==> config.mk <==
export PLATFORM = sky130hd
export DESIGN_NAME = seg7_step_decoder
export DESIGN_NICKNAME = d
export VERILOG_FILES = /design/src/rtl/seg7_step_decoder.sv
export SDC_FILE = /design/constraint.sdc
export NUM_CORES = 1
export LEC_CHECK = 0
export ABC_AREA = 1
export BUFFER_PORTS_ARGS = -buffer_cell sky130_fd_sc_hd__buf_4
export CORE_ASPECT_RATIO = 1.75
export CORE_MARGIN = 3
export CORE_UTILIZATION = 51
export CTS_CLUSTER_DIAMETER = 100
export CTS_CLUSTER_SIZE = 20
export DETAILED_ROUTE_END_ITERATION = 10
export PLACE_DENSITY = 0.75
export SLEW_MARGIN = 20
export SYNTH_ARGS = -nofsm -noshare
export SYNTH_HDL_FRONTEND = slang
export SYNTH_SLANG_ARGS = --single-unit
==> constraint.sdc <==
create_clock -name clk -period 1.8 [get_ports clk]
set_clock_uncertainty 0.15 [all_clocks]
set_input_delay 0.36 -clock clk [delete_from_list [all_inputs] [get_ports clk]]
set_output_delay 0.36 -clock clk [all_outputs]
set_load 0.02 [all_outputs]
==> src/rtl/seg7_step_decoder.sv <==
// Seven-segment stream observer: glitch filter, BCD decode, up/down/error step classification.
// Optional net step counter built when SEG7_NET_COUNT_EN is defined; otherwise o_net is tied to 0.
module seg7_step_decoder #(
  parameter int unsigned STABLE_CYCLES = 4
) (
  input  logic       clk,
  input  logic       rst,
  input  logic [6:0] i_seg,
  output logic [3:0] o_digit,
  output logic       o_valid,
  output logic       o_step_up,
  output logic       o_step_down,
  output logic       o_error,
  output logic       o_dir,
  output logic [7:0] o_net,
  output logic       dbg_state
);

  typedef enum logic {
    IDLE   = 1'b0,
    LOCKED = 1'b1
  } state_t;

  localparam logic [7:0] RUN_MAX  = 8'(STABLE_CYCLES);
  localparam logic [7:0] RUN_LAST = 8'(STABLE_CYCLES - 1);

  state_t     state_q, state_d;
  logic [6:0] samp_q, last_q;
  logic [7:0] run_q, run_d;
  logic       match, accept;
  logic       is_blank, is_legal;
  logic [3:0] dec;
  logic [3:0] next_up, next_dn;
  logic [3:0] digit_d;
  logic       valid_d, dir_d, up_d, down_d, err_d;

  // Stability filter: run counter saturates, so acceptance fires once per stable run.
  always_comb begin
    match  = (i_seg == samp_q);
    run_d  = 8'd0;
    if (match) begin
      run_d = (run_q < RUN_MAX) ? run_q + 8'd1 : run_q;
    end
    accept = match && (run_q == RUN_LAST) && (i_seg != last_q);
  end

  always_comb begin
    is_legal = 1'b1;
    dec      = 4'd0;
    case (i_seg)
      7'h3F: dec = 4'd0;
      7'h06: dec = 4'd1;
      7'h5B: dec = 4'd2;
      7'h4F: dec = 4'd3;
      7'h66: dec = 4'd4;
      7'h6D: dec = 4'd5;
      7'h7D: dec = 4'd6;
      7'h07: dec = 4'd7;
      7'h7F: dec = 4'd8;
      7'h6F: dec = 4'd9;
      default: is_legal = 1'b0;
    endcase
    is_blank = (i_seg == 7'h00);
  end

  assign next_up = (o_digit == 4'd9) ? 4'd0 : o_digit + 4'd1;
  assign next_dn = (o_digit == 4'd0) ? 4'd9 : o_digit - 4'd1;

  always_comb begin
    state_d = state_q;
    digit_d = o_digit;
    valid_d = o_valid;
    dir_d   = o_dir;
    up_d    = 1'b0;
    down_d  = 1'b0;
    err_d   = 1'b0;
    if (accept) begin
      if (is_blank) begin
        state_d = IDLE;
        valid_d = 1'b0;
      end else if (!is_legal) begin
        state_d = IDLE;
        valid_d = 1'b0;
        err_d   = 1'b1;
      end else if (state_q == IDLE) begin
        state_d = LOCKED;
        digit_d = dec;
        valid_d = 1'b1;
      end else begin
        digit_d = dec;
        if (dec == next_up) begin
          up_d  = 1'b1;
          dir_d = 1'b1;
        end else if (dec == next_dn) begin
          down_d = 1'b1;
          dir_d  = 1'b0;
        end else begin
          err_d = 1'b1;
        end
      end
    end
  end

  always_ff @(posedge clk) begin
    if (rst) begin
      state_q     <= IDLE;
      samp_q      <= 7'h00;
      last_q      <= 7'h00;
      run_q       <= 8'd0;
      o_digit     <= 4'd0;
      o_valid     <= 1'b0;
      o_dir       <= 1'b0;
      o_step_up   <= 1'b0;
      o_step_down <= 1'b0;
      o_error     <= 1'b0;
    end else begin
      state_q     <= state_d;
      samp_q      <= i_seg;
      run_q       <= run_d;
      o_digit     <= digit_d;
      o_valid     <= valid_d;
      o_dir       <= dir_d;
      o_step_up   <= up_d;
      o_step_down <= down_d;
      o_error     <= err_d;
      if (accept) begin
        last_q <= i_seg;
      end
    end
  end

  assign dbg_state = state_q;

`ifdef SEG7_NET_COUNT_EN
  logic [7:0] net_q;

  always_ff @(posedge clk) begin
    if (rst) begin
      net_q <= 8'd0;
    end else if (up_d) begin
      net_q <= net_q + 8'd1;
    end else if (down_d) begin
      net_q <= net_q - 8'd1;
    end
  end

  assign o_net = net_q;
`else
  assign o_net = 8'd0;
`endif

endmodule

---- Word-level counts from Yosys, hierarchy flattened ----
Index checks and enable logic that the tools add are counted.
word-level totals
  output and inout bits ................... 18
  input port bits ......................... 9
  logic and storage cells ................. 66
  register bits after elaboration ......... 32
cells by class
  add/subtract/negate cells ............... 3
  magnitude comparators ................... 1
  multiplexer cells ....................... 17
  bitwise operators ....................... 5
  reductions and logical operators ........ 13
  eq/ne operators ......................... 17
operators by type and width
  cell                 count
  $eq 7x7->1 const B   7
  $pmux 4 s9           1
  $eq 7x3->1 const B   2
  $mux 1               14
  $reduce_or 10->1     1
  $add 8x1->8 const B  1
  $eq 4x4->1           2
  $eq 8x2->1 const B   1
  $lt 8x3->1 const B   1
  $mux 4               2
  $eq 7x6->1 const B   1
  $eq 7x7->1           1
  $logic_not 7->1      1
  $ne 7x7->1           1
  $reduce_or 6->1      1
  $not 1->1            5
  $reduce_and 5->1     1
  $reduce_or 5->1      1
  $add 4x1->4 const B  1
  $eq 4x4->1 const B   1
  $logic_not 4->1      1
  $sub 4x1->4 const B  1
  $ne 3x3->1 const B   1
  $reduce_and 3->1     1
  other kinds (5)      6

---- Longest topological paths before layout ----
  depth in word-level cells ............... 7
  depth in mapped cells ................... 14
  mapped depth without buffers ............ 13

---- Least setup slack after synthesis ----
Ideal clock, no wire load.
  kind .................................... input-to-reg
  from .................................... input port i_seg[5]
  to ...................................... register o_dir
  stages on the path ...................... 9
  data required time ...................... 1.531 ns
  path buffers ............................ 2
  setup slack ............................. 0.034 ns
  arrival time ............................ 1.497 ns
  library setup time ...................... 0.119 ns
  path through ............................ buf_2 xor2_1 nor3_2 nand3_1 nor2_4 buf_6 nand3_2 o21bai_1 o21ai_1
on the way
  word-level cells in the longest chain between the ends .. 5
  elaborated cells between the ends (all ways) .. 24
  classes of those cells .................. 14 x eq/ne; 3 x mux; 1 x bitwise; 6 x reduce/logical
RTL lines
  what                                             line    text
  from (decl)                                      8       input logic [6:0] i_seg,
  $eq 7x7->1 / $eq 7x3->1 (equally long branches)  50      case (i_seg)
  $pmux 4 s9                                       50
  $eq 4x4->1 (on tied branches)                    91, 94
  $reduce_bool 2->1 (no source line)               --
  $reduce_and 5->1 (no source line)                --
  to (signal assigned)                             122     o_dir <= dir_d;
  to (decl)                                        14      output logic o_dir,
Parallel ways exist; a longest one is shown, timed or not.
A chain may end at the register's enable or synchronous reset.

---- Final worst setup path ----
  from .................................... input port i_seg[3]
  to ...................................... register o_error
on the way
  word-level cells in the longest chain between the ends .. 7
  elaborated cells between the ends (all ways) .. 26
  classes of those cells .................. 14 x eq/ne; 6 x mux; 1 x bitwise; 5 x reduce/logical
RTL lines
  what                                             line  text
  $eq 7x7->1 / $eq 7x3->1 (equally long branches)  50
  $pmux 4 s9                                       50
  $eq 4x4->1                                       94    end else if (dec == next_dn) begin
  $mux 1                                           94
  $mux 1                                           91    if (dec == next_up) begin
  $mux 1                                           85    end else if (state_q == IDLE) begin
  $mux 1                                           81    end else if (!is_legal) begin
  to (signal assigned)                             125   o_error <= err_d;
  to (decl)                                        13    output logic o_error,
Parallel ways exist; a longest one is shown, timed or not.

==> results.md <==
GRT:
- The total overflow reported by the global router is 0.
- The initial antenna violation count was 0.
- The global-route usage over all layers is 20.2%.
- The global-route wire length before repair is 6830 um.
- The number of global-route vias before repair is 1648.
- Entering global routing, the biggest net connects 15 pins.

Synthesis:
- For this run, asynchronously set or reset flops after synthesis account for 0%.
- The summed instance area of the synthesized netlist is 0.00186 mm2.
- Of all cell types, the one taking the most synthesized area is dfxtp_1.
- Synthesis produced 273 cells.
- After synthesis, the largest area contributor takes up 34.5% of total cell area.
- The register bit count reported by yosys is 32.
- Yosys printed 0 warnings.
- Yosys attributes the largest share of cell area to dfxtp_1, nand2_1, nor2_1.
- In the synthesized netlist the dominant register cell turns out to be dfxtp_1.
- The most used standard cell by instance count after synthesis is nand2_1.
- Counting flops with a built-in enable in the synthesized netlist gives 0.
- The netlist uses 29 different library cells.
- The sequential share of the synthesized area is 34.5%.
- The mean instance size in the synthesized netlist is 6.80 um2.
- The commonest cells after synthesis are nand2_1, nor2_1, dfxtp_1.

Placement:
- Buffers placed on the I/O ports in this run total 18.
- Summed over all nets, the half-perimeter wirelength after detailed placement is 3120 um.
- The placer's final routability congestion estimate is 0.886.
- Summing all placed instances gives a cell area of 0.00216 mm2.

Timing:
- The highest attainable clock frequency is 0.572 GHz.
- The minimum clock period after layout is 1.75 ns.
- The final max-slew violation count is 0.
- The setup violation total in the final timing report is 0.
- The number of hold violations in the final report is 0.
- Of the available clock period, the critical path in the final layout requires 97.1%.

Power and ir drop:
- The highest ir drop seen on vdd is 619 uV.
- The ratio of total power to cell area is 671 mW/mm2.
- The total leakage power is 1.14 nW.
- The design draws 1.55 mW.

Routing:
- After detailed routing, the average wire length per cell comes to 11.3 um.
- The count of nets left with antenna violations once routing finished came out at 0.
- Summing over every cut layer, the via total after detailed routing is 1754.
- The remaining design rule violation count is 0.
- The highest layer touched by signal routing is met4.
- Detailed routing placed a total of 124 um of wire on met3.
- For this block, wires on met1 add up to 1530 um.
- The routed design uses 2250 um of met2 wire.
- After the first detailed-routing iteration, the DRC count stood at 38.
- The total wire length after detailed routing is 4100 um.
- The iteration count of the initial detailed-routing pass is 5.
- The routed via count divided by cell count is 4.86.

Setup path:
- The capturing element type of the critical path is a register.
- For the worst setup path, the data required time is 1.84 ns.
- The cell that appears most often on the critical path is nand2_1.
- The signal arrival time at the worst endpoint is 1.79 ns.
- The kind of critical path is in2reg.
- The critical path launch point type is an input port.
- The signal on the critical path passes through buf_4 > buf_4 > nor2_2 > nand2_2 > nor2_2 > nor2_1 > nand2_1 > nand2_1 > nand2_1 > nor2_1 > nand2_1 > nand3_1 > a21oi_1.
- The cell with the largest stage delay on the worst path is a21oi_1.
- The largest fanout on the critical path is 5.
- The stage delay of the slowest cell on the critical path is 0.18 ns.

Status:
- The run finished with clean final reports.

Clocking:
- The clock transition time at the flip-flop clock pins of the worst setup and hold paths is 0.06 ns.
- The tree is rooted in a clkbuf_8.
- The number of clock buffers added by TritonCTS is 5.
- The number of hold-repair buffers added at the cts stage is 0.
- CTS saw 32 sinks.
- The latest clock arrival within the worst-skew pair is 0.28 ns.
- Counting along the longest clock path gives a buffer depth of 2.
- In this run the number of H-tree levels came out at 2.
- TritonCTS built the clock tree.

Floorplanning:
- The region available for standard cell placement spans 0.00343 mm2.
- The die covers 0.00443 mm2.
- The die extent in y is 85.8 um.
- 27 I/O pins were placed.
- The floorplan has 28 rows.
- The initial utilization of the core area, before any placement, comes to 54.1%.
- The floorplan step set the die width to 51.6 um.

Layout:
- After routing the design area is 0.00231 mm2.
- The layout filler cell count is 311.
- The synthesis-to-layout area growth is 24.5%.
- The number of nets at the end of the flow is 325.
- Of the cells placed in the final design, the portion with a size suffix greater than 1 is 28.5%.
- The number of diodes added for antenna fixing is 0.

Run:
- The count of max-cap constraint violations is 0.

Min path:
- The tightest min-delay check is of the in2reg type.
layout make-up:
| type | count | area [um2] | share of cell area (%) |
|---|---|---|---|
| multi-input combinational | 196 | 1010 | 43.9 |
| sequential | 32 | 644 | 27.9 |
| timing repair buffer | 47 | 365 | 15.8 |
| inverter | 33 | 124 | 5.36 |
| clock buffer | 6 | 72.6 | 3.14 |
| tap | 45 | 56.3 | 2.44 |
| clock inverter | 2 | 35.0 | 1.52 |
layout by cell type (no fill, tap or decap), types with 4 or more instances in the layout:
cell type  instances
inv_2             10
nand3_1           14
xor2_1             9
nand2_1           53
xnor2_1            7
inv_1             23
buf_4             46
conb_1             8
nor2_1            44
o21ai_1           11
nor2_2             9
dfxtp_1           29
clkbuf_8           5
a21oi_1           16
nand4_1            4
flip-flops by register name (all words and copies together), names as in the netlist:
name	count
dbg_state	1
o_dir	1
o_step_up	1
last_q	7
run_q	8
o_digit	4
o_valid	1
o_error	1
o_step_down	1
samp_q	7
through the flow:
step / util (%) / hold WS (ns) / worst slack [ns] / instances / TNS, ns
after global placement: 62.9 / 0.273 / -0.106 / 352 / -1.02
after CTS: 66.1 / 0.193 / 0.0271 / 360 / 0
after floorplan: - / 0.265 / 0.0338 / 280 / 0
after global routing: 67.3 / 0.199 / -0.0300 / 361 / -0.0557
after detailed placement: 62.9 / 0.277 / -0.128 / 352 / -1.64
final: 67.3 / 0.193 / 0.0528 / 361 / 0
critical path, delay by kind of cell:
kind | cells | cell delay, ns
simple gates | 10 | 0.97
buf+inv | 2 | 0.28
compound gates | 1 | 0.18
what timing repair did:
action	CTS	global route
gates resized for setup	0	15
setup buffers	0	1
setup endpoints to repair	0	16
path summary, 6_finish.rpt:
kind | from | end | slack (ns) | cells after the start
max | i_seg[3] | o_error$_SDFF_PP0_ | 0.05 | 13
min | rst | o_digit[0]$_SDFFE_PP0P_ | 0.19 | 2
max reg2reg | o_digit[3]$_SDFFE_PP0P_ | o_error$_SDFF_PP0_ | 0.12 | 9
min reg2reg | run_q[4]$_SDFFE_PP0N_ | run_q[4]$_SDFFE_PP0N_ | 0.29 | 2
logic make-up after synthesis:
family,after synthesis,share of synthesized area [%]
other,1,0.202
buffers and inverters,52,14.0
AOI/OAI and AO/OA,34,9.64
xor gates and xnor gates,16,7.55
and+or+nand+nor,137,33.4
DFF,32,34.5
adders and majority gates,1,0.674
metal layers:
layer,up-vias,track usage [%]
li1,917,-
met1,783,20.6
met5,-,0
met3,17,3.48
met4,0,13.8
met2,37,35.7
report_power, final:
group | internal, mW | total, mW | switching [mW]
logic | 0.0722 | 0.177 | 0.104
clock network | 0.410 | 0.653 | 0.243
registers | 0.717 | 0.720 | 0.00360
No activity file was read; power rests on OpenSTA's default activity.
